`config.mk`:
```
export PLATFORM = sky130hd
export DESIGN_NAME = seqdet_param
export DESIGN_NICKNAME = d
export VERILOG_FILES = /design/src/rtl/seqdet_param.sv
export SDC_FILE = /design/constraint.sdc
export NUM_CORES = 1
export LEC_CHECK = 0
export CAP_MARGIN = 20
export CORE_ASPECT_RATIO = 0.7
export CORE_MARGIN = 2
export CORE_UTILIZATION = 44
export CTS_BUF_LIST = sky130_fd_sc_hd__clkbuf_16
export DETAILED_ROUTE_END_ITERATION = 10
export GPL_ROUTABILITY_DRIVEN = 0
export GPL_TIMING_DRIVEN = 0
export PLACE_DENSITY = 0.68
export SLEW_MARGIN = 20
export SYNTH_ARGS = -nofsm -noshare
export SYNTH_HDL_FRONTEND = slang
export SYNTH_SLANG_ARGS = --single-unit
```
`constraint.sdc`:
```
create_clock -name clk -period 2.2 [get_ports clk]
set_input_delay 0.55 -clock clk [delete_from_list [all_inputs] [get_ports clk]]
set_output_delay 0.55 -clock clk [all_outputs]
set_load 0.02 [all_outputs]
```
`src/rtl/seqdet_param.sv`:
```
// seqdet_param: programmable serial pattern detector with overlap control and saturating match counter
module seqdet_param #(
    parameter int               PAT_W       = 4,
    parameter logic [PAT_W-1:0] DEFAULT_PAT = 4'b1101,
    parameter int               CNT_W       = 8
) (
    input  logic             clk,
    input  logic             clr,
    input  logic             din_valid,
    input  logic             din,
    input  logic             pat_load,
    input  logic [PAT_W-1:0] pattern,
    input  logic             overlap,
    input  logic             cnt_clr,
    output logic             dout,
    output logic [CNT_W-1:0] match_cnt,
    output logic             armed
);
    localparam int               FW   = $clog2(PAT_W + 1);
    localparam logic [FW-1:0]    FULL = FW'(PAT_W);
    localparam logic [CNT_W-1:0] CMAX = '1;

    logic [PAT_W-1:0] pat_reg, pat_n, hist, hist_n, hist_sh;
    logic [FW-1:0]    fill, fill_n, fill_inc;
    logic [CNT_W-1:0] cnt_n;
    logic             accept, hit;

    // next-state: shift accepted bits, track fill level, detect match, update counter
    always_comb begin
        hist_sh  = {hist[PAT_W-2:0], din};
        fill_inc = (fill == FULL) ? FULL : fill + 1'b1;
        accept   = din_valid && !pat_load;
        hit      = accept && (fill_inc == FULL) && (hist_sh == pat_reg);
        pat_n    = pat_load ? pattern : pat_reg;
        hist_n   = pat_load ? '0 : (accept ? hist_sh : hist);
        fill_n   = pat_load ? '0 : (accept ? ((hit && !overlap) ? '0 : fill_inc) : fill);
        cnt_n    = cnt_clr ? '0 : ((hit && match_cnt != CMAX) ? match_cnt + 1'b1 : match_cnt);
    end

    // state and registered outputs; active-low clr wins over everything
    always_ff @(posedge clk) begin
        if (!clr) begin
            pat_reg   <= DEFAULT_PAT;
            hist      <= '0;
            fill      <= '0;
            dout      <= 1'b0;
            match_cnt <= '0;
            armed     <= 1'b0;
        end else begin
            pat_reg   <= pat_n;
            hist      <= hist_n;
            fill      <= fill_n;
            dout      <= hit;
            match_cnt <= cnt_n;
            armed     <= (fill_n == FULL);
        end
    end
endmodule
```
==> metrics.yaml, run 1 <==
run_status:
  outcome: "completed"
drt:
  vias: 795
  wl_met2_um: 839
  dr.max_layer_used: "met4"
  drc: 0
  drtPass1Iterations: 4
  routed_wl_um: 1910
  wl_per_cell_um: 11.8
  dr.first_iter.drc_count: 50
  antenna_left: 0
  drt-met1-wl_um: 920
  wl_met3_um: 127
  via_per_inst: 4.94
sta:
  rsz0062_at_grt: "no"
  fin_worst_skew_ns: 0.00153
  fin_crit_ns: 2.02
  slew_headroom_pct: 77.0
  drv_slew: 0
  tightest_slew_ns: 0.344
  fmax_ghz: 0.495
  finalSetupViolCount: 0
  hold_viol: 0
  finalCritPeriodShare_pct: 91.8
cells_and_area:
  fin_area_um2: 1270
  num-nets-final: 144
  largest_register_ffs: 8
  num_antenna_cells: 0
  area_delta_synth_final_pct: 30.7
  final_util_pct: 60.0
  fillCellCount: 199
  drive_gt1_share_pct: 7.75
synthesis:
  synth_nets: 121
  syn_inst: 107
  ys_ff_latch: 20
  synth_cell_types: 27
  ys_top_cells_by_area: "dfxtp_1 41%, mux2i_1 9.3%, nor2_1 5.4%"
  yosysTopAreaCell: "dfxtp_1"
  synth_xor_area_share_pct: 4.50
  synthMuxAreaShare_pct: 9.25
  synth_top_family_by_area: "simple AND/OR/NAND/NOR gates"
  synth_compound_area_share_pct: 10.4
  synth_fa_ha_area_share_pct: 3.86
  synthSimpleGateAreaFrac_pct: 24.9
  ys_warn_count: 0
  yosysSeqAreaShare_pct: 41.1
  synth_top_area_share_pct: 41.1
  synth_area_um2: 973
  avgSynthCellArea_um2: 9.10
floorplanning:
  start_util_pct: 45.9
  die_area_um2: 2610
  die_w_um: 60.2
  core_area_um2: 2120
  die_h_um: 43.4
  num_rows: 14
  ios: 21
global_routing:
  antenna_found_initial: 0
  grt_max_degree: 12
  grt_pass1_wl_um: 3110
  grt_usage_pct: 16.2
  grt.overflow.total: 0
  grt_pass1_vias: 704
worst_hold_path:
  min_path_type: "reg2reg"
run:
  drv_cap: 0
pwr:
  power_frac_clock_pct: 46.2
  leakage_nw: 0.466
  switchingPower_uw: 160
  comb_power_share_pct: 7.1
  peakVddDrop_v: 0.000484
  power.density_nw_per_um2: 629
  swShare_pct: 20.0
  internal-power_uw: 641
  power_frac_seq_pct: 46.7
clocking:
  post_cts_resized: 0
  clockBufferDepth: 2
  root_buffer: "clkbuf_16"
  insertion_delay_ns: 0.25
  clock-sinks: 20
  cts_tree: "built"
  h-tree-depth: 1
  cts-hold-fix-buffers: 0
  cts_buffers: 3
  clk_pin_slew_ns: 0.05
worst_setup_path:
  worst_ep_required_time_ns: 2.38
  crit_arrival_ns: 2.20
  crit_path_top_delay_cell: "clkdlybuf4s50_1"
  critPathLaunchType: "input port"
  crit_type: "in2reg"
  critical-path-max-stage-delay_ns: 0.45
  crit_path_max_fanout: 10
  endpoint_kind: "flop"
  crit_chain: "clkdlybuf4s50_1, xor2_1, nor2_1, nand4_2, buf_6, or3_1, a21oi_1"
placed_design:
  postPlaceCellArea_um2: 1190
  io_buffers: 18
  dp_hpwl_um: 1450
final timing paths:
| check | start | endpoint | slack (ns) | cells after the start |
|---|---|---|---|---|
| worst min-delay path | match_cnt[6]$_SDFFE_PP0P_ | match_cnt[6]$_SDFFE_PP0P_ | 0.51 | 2 |
| worst min register to register | match_cnt[6]$_SDFFE_PP0P_ | match_cnt[6]$_SDFFE_PP0P_ | 0.51 | 2 |
| worst max register to register | fill[0]$_SDFF_PN0_ | match_cnt[4]$_SDFFE_PP0P_ | 0.20 | 8 |
| worst max-delay path | din | match_cnt[4]$_SDFFE_PP0P_ | 0.18 | 7 |
cells in the mapped netlist (all sizes together):
master,instances
dfxtp,20
nor2,14
mux2i,9
a21oi,8
inv,7
nand2,6
xor2,5
buf,4
nand3,4
o21ai,4
or3,4
ha,3
nand2b,3
nand4,3
nor3,3
o31ai,2
or4,2
a211oi,1
a21boi,1
a22oi,1
and3b,1
nand3b,1
nor4,1
routing by layer:
layer  up-vias  track usage [%]
li1        417                -
met1       354             22.4
met2        22             23.3
met3         2             6.27
met4         0             5.33
met5         -                0
kinds of logic (layout without fill, tap and decap cells):
kind of cell,after synthesis,count (layout)
buf+inv,11,33
compound gates,17,17
simple gates,42,42
fa+ha+maj,3,3
mux,9,9
flops,20,20
xor+xnor,5,5
final cells by class:
| class | instances | area (um^2) | share of cell area [%] |
|---|---|---|---|
| multi-input cells | 76 | 515 | 40.5 |
| plain buffers | 4 | 31.3 | 2.46 |
| clock buffers | 3 | 75.1 | 5.90 |
| well taps | 32 | 40.0 | 3.15 |
| inverters | 7 | 26.3 | 2.06 |
| clock inverters | 1 | 3.75 | 0.295 |
| repair buffers | 18 | 180 | 14.2 |
| flip-flops and latches | 20 | 400 | 31.5 |
power by group through the flow:
stage | Clock (mW) | Combinational, mW | Sequential, mW
floorplan | 0 | 0.0358 | 0.380
global placement | 0 | 0.0566 | 0.381
detailed placement | 0 | 0.0571 | 0.382
CTS | 0.380 | 0.0574 | 0.374
global route | 0.395 | 0.0630 | 0.374
finish | 0.370 | 0.0569 | 0.374
cell usage in the layout, fill, tap and decap left out, drive strengths merged, types with 2 or more instances in the layout:
cell type,n
nand2,6
o31ai,2
dfxtp,20
nand3,4
clkbuf,3
clkdlybuf4s50,18
xor2,5
ha,3
o21ai,4
or3,4
a21oi,8
buf,4
inv,7
nor2,14
nor3,3
nand2b,3
nand4,3
or4,2
mux2i,9
per-stage QoR:
stage	power, mW	hold slack (ns)	setup TNS, ns	setup WS (ns)	instances
2_1_floorplan	0.416	0.460	0	0.254	107
5_1_grt	0.833	0.540	0	0.0185	161
4_1_cts	0.811	0.513	0	0.0609	161
3_5_place_dp	0.439	0.496	-0.283	-0.0744	157
3_3_place_gp	0.438	0.490	-0.0876	-0.0292	157
6_report	0.801	0.508	0	0.181	161
what timing repair did:
| item | in CTS | in global routing |
|---|---|---|
| hold endpoints to repair | 0 | 0 |
| endpoints found under the setup margin | 0 | 4 |
| buffers inserted | 0 | 0 |
critical path: cells and delay by family:
family                    cells  cell delay, ns
AOI/OAI and AO/OA             1            0.14
and+or+nand+nor               3            0.70
xor gates and xnor gates      1            0.18
buffers and inverters         2            0.63
No activity file was read; power rests on OpenSTA's default activity.
==> inputs of run 2 (changes only) <==
--- a/config.mk
+++ b/config.mk
@@ -5,7 +5,7 @@
 export SDC_FILE = /design/constraint.sdc
 export NUM_CORES = 1
 export LEC_CHECK = 0
-export CAP_MARGIN = 20
+export CAP_MARGIN = 10
 export CORE_ASPECT_RATIO = 0.7
 export CORE_MARGIN = 2
 export CORE_UTILIZATION = 44
@@ -13,6 +13,7 @@
 export DETAILED_ROUTE_END_ITERATION = 10
 export GPL_ROUTABILITY_DRIVEN = 0
 export GPL_TIMING_DRIVEN = 0
+export HOLD_SLACK_MARGIN = 0.1
 export PLACE_DENSITY = 0.68
 export SLEW_MARGIN = 20
 export SYNTH_ARGS = -nofsm -noshare
==> results of run 2 <==
The final DEF is identical to that of run 1; final timing and power are the same.
==> inputs of run 3 (changes only) <==
--- a/config.mk
+++ b/config.mk
@@ -6,15 +6,17 @@
 export NUM_CORES = 1
 export LEC_CHECK = 0
 export CAP_MARGIN = 10
+export CELL_PAD_IN_SITES_DETAIL_PLACEMENT = 1
+export CELL_PAD_IN_SITES_GLOBAL_PLACEMENT = 1
 export CORE_ASPECT_RATIO = 0.7
 export CORE_MARGIN = 2
-export CORE_UTILIZATION = 44
+export CORE_UTILIZATION = 36
 export CTS_BUF_LIST = sky130_fd_sc_hd__clkbuf_16
 export DETAILED_ROUTE_END_ITERATION = 10
 export GPL_ROUTABILITY_DRIVEN = 0
 export GPL_TIMING_DRIVEN = 0
 export HOLD_SLACK_MARGIN = 0.1
-export PLACE_DENSITY = 0.68
+export PLACE_DENSITY = 0.73
 export SLEW_MARGIN = 20
 export SYNTH_ARGS = -nofsm -noshare
 export SYNTH_HDL_FRONTEND = slang
==> metrics.yaml, run 3 (same netlist as run 1, synthesis figures left out) <==
run_status:
  outcome: "completed"
clocking:
  cts_post_setup_buffers_inserted: 0  # unchanged
  cts-hold-fix-buffers: 0  # unchanged
  root_buffer: "clkbuf_16"
  cts_buffers: 3  # unchanged
  insertion_delay_ns: 0.25  # about the same
  clock-sinks: 20  # unchanged
  post_cts_resized: 0  # unchanged
  clk_pin_slew_ns: 0.06  # about the same
  cts_tree: "built"
  clockBufferDepth: 2  # unchanged
  h-tree-depth: 1  # unchanged
worst_setup_path:
  critPathTopFamily: "simple AND/OR/NAND/NOR gates"
  crit_start: "fill[0]$_SDFF_PN0_"
  cp_num_buf_inv: 1  # -1
  crit_chain: "inv_1, ha_1, a21boi_2, nor4_4, nand4_2, or4_1, a21oi_1"
  worstRegToRegCells: 7  # -1
  worst_ep_required_time_ns: 2.38  # about the same
  rrSetupSlack_ns: 0.16  # -0.04 ns
  critical-path-max-stage-delay_ns: 0.51  # +0.06 ns
  reg2reg_from: "fill[0]$_SDFF_PN0_"
  endpoint: "match_cnt[7]$_SDFFE_PP0P_"
  cp.depth: 7  # unchanged
  crit_arrival_ns: 2.22  # +0.02 ns
  crit_path_top_delay_cell: "or4_1"
  timing.rr.end: "match_cnt[7]$_SDFFE_PP0P_"
  crit_type: "reg2reg"
  endpoint_kind: "flop"
  critPathLaunchType: "flop"
  crit_path_max_fanout: 4  # -6
cells_and_area:
  num_antenna_cells: 0  # unchanged
  drive_gt1_share_pct: 8.53  # +0.78 points
  final_util_pct: 51.7  # -8.3 points
  fillCellCount: 302  # +52%
  largest_register_ffs: 8  # unchanged
  fin_area_um2: 1300  # +2.3%
  layout_commonest_cell: "dfxtp_1"
  layout_common_cells: "20 x dfxtp_1, 18 x clkdlybuf4s50_1, 14 x nor2_1"
  num-nets-final: 144  # unchanged
  area_delta_synth_final_pct: 33.7
floorplanning:
  die_area_um2: 3140  # +20%
  start_util_pct: 38.7  # -7.2 points
  num_rows: 15  # +1
  ios: 21  # unchanged
  die_w_um: 66.2  # +9.8%
  core_area_um2: 2510  # +19%
  die_h_um: 47.5  # +9.6%
placed_design:
  postPlaceCellArea_um2: 1200  # +0.21%
  io_buffers: 18  # unchanged
  place_ws_ns: -0.0638  # +0.0106 ns
  dp_hpwl_um: 1750  # +21%
global_routing:
  grt.overflow.total: 0  # unchanged
  grt_usage_pct: 16.3  # +0.16 points
  grt_pass1_vias: 809  # +15%
  antenna_found_initial: 0  # unchanged
  grt_max_degree: 13  # +1
  grt_pass1_wl_um: 3750  # +20%
sta:
  slew_headroom_pct: 74.7  # -2.4 points
  fmax_ghz: 0.490  # -1.0%
  finalWorstSetupSlack_ns: 0.161  # -0.0205 ns
  finalSetupViolCount: 0  # unchanged
  finalCritPeriodShare_pct: 92.7  # +0.93 points
  drv_slew: 0  # unchanged
  hold_viol: 0  # unchanged
  rsz0062_at_grt: "no"
  fin_hold_ws_ns: 0.508  # +0.0000130 ns
  tightest_slew_ns: 0.380  # +0.0358 ns
  fin_worst_skew_ns: 0.00191  # +0.000382 ns
  fin_crit_ns: 2.04  # +0.0205 ns
run:
  drv_cap: 0  # unchanged
drt:
  vias: 814  # +2.4%
  drtPass1Iterations: 2  # -2
  wl_per_cell_um: 14.0  # +19%
  antenna_left: 0  # unchanged
  via_per_inst: 4.99  # +1.1%
  routed_wl_um: 2290  # +20%
  drc: 0  # unchanged
  dr.first_iter.drc_count: 16  # -68%
pwr:
  finalPower_uw: 930  # +16%
  power.density_nw_per_um2: 714  # +14%
  leakage_nw: 0.478  # +2.7%
  peakVddDrop_v: 0.000529  # +9.3%
worst_hold_path:
  min_path_type: "reg2reg"
==> run 3: cell types whose count changed in the layout (fill, tap and decap cells not counted), sizes merged <==
cell | before | now
bufinv | 0 | 1
clkinv | 1 | 0
==> run 3: how the worst min path moves through the flow <==
stage	start	to	slack [ns]	cells past startpoint
3_3_place_gp	pat_reg[0]$_SDFFE_PN1P_	pat_reg[0]$_SDFFE_PN1P_	0.48	2
5_1_grt	pat_reg[2]$_SDFFE_PN1P_	pat_reg[2]$_SDFFE_PN1P_	0.53	2
6_report	pat_reg[2]$_SDFFE_PN1P_	pat_reg[2]$_SDFFE_PN1P_	0.51	2
2_1_floorplan	pat_reg[0]$_SDFFE_PN1P_	pat_reg[0]$_SDFFE_PN1P_	0.46	2
3_5_place_dp	pat_reg[2]$_SDFFE_PN1P_	pat_reg[2]$_SDFFE_PN1P_	0.49	2
4_1_cts	pat_reg[2]$_SDFFE_PN1P_	pat_reg[2]$_SDFFE_PN1P_	0.51	2
==> run 3: metrics by stage <==
step / setup TNS (ns) / instances
2_1_floorplan: 0 / 107
3_3_place_gp: -0.0939 / 159
3_5_place_dp: -0.267 / 159
4_1_cts: 0 / 163
5_1_grt: 0 / 163
6_report: 0 / 163
==> run 3: routing by layer <==
layer,GRT usage [%],vias up,share of wire (%)
met1,19.7,382,47
met4,6.12,0,1.1
met3,4.47,4,4.0
li1,-,413,-
met2,28.8,15,48
met5,0,-,0
==> run 3: cell type report <==
type	count	area (um^2)	share of cell area (%)
flip-flops and latches	20	400	30.8
multi-input cells	76	515	39.6
repair buffers	18	180	13.8
inverters	7	26.3	2.02
clock inverters	1	30.0	2.31
clock buffers	3	75.1	5.77
plain buffers	4	31.3	2.40
well taps	34	42.5	3.27
==> run 3: where the power goes <==
group	switching (mW)	total, mW	internal [mW]
clock network	0.137	0.498	0.361
registers	0.00496	0.374	0.369
logic	0.0280	0.0582	0.0302
==> run 3: worst reg2reg max path: stages (launching register included) <==
cell and delay [ns]:
dfxtp_1 0.39, inv_1 0.07, ha_1 0.28, a21boi_2 0.17
nor4_4 0.21, nand4_2 0.17, or4_1 0.51, a21oi_1 0.18
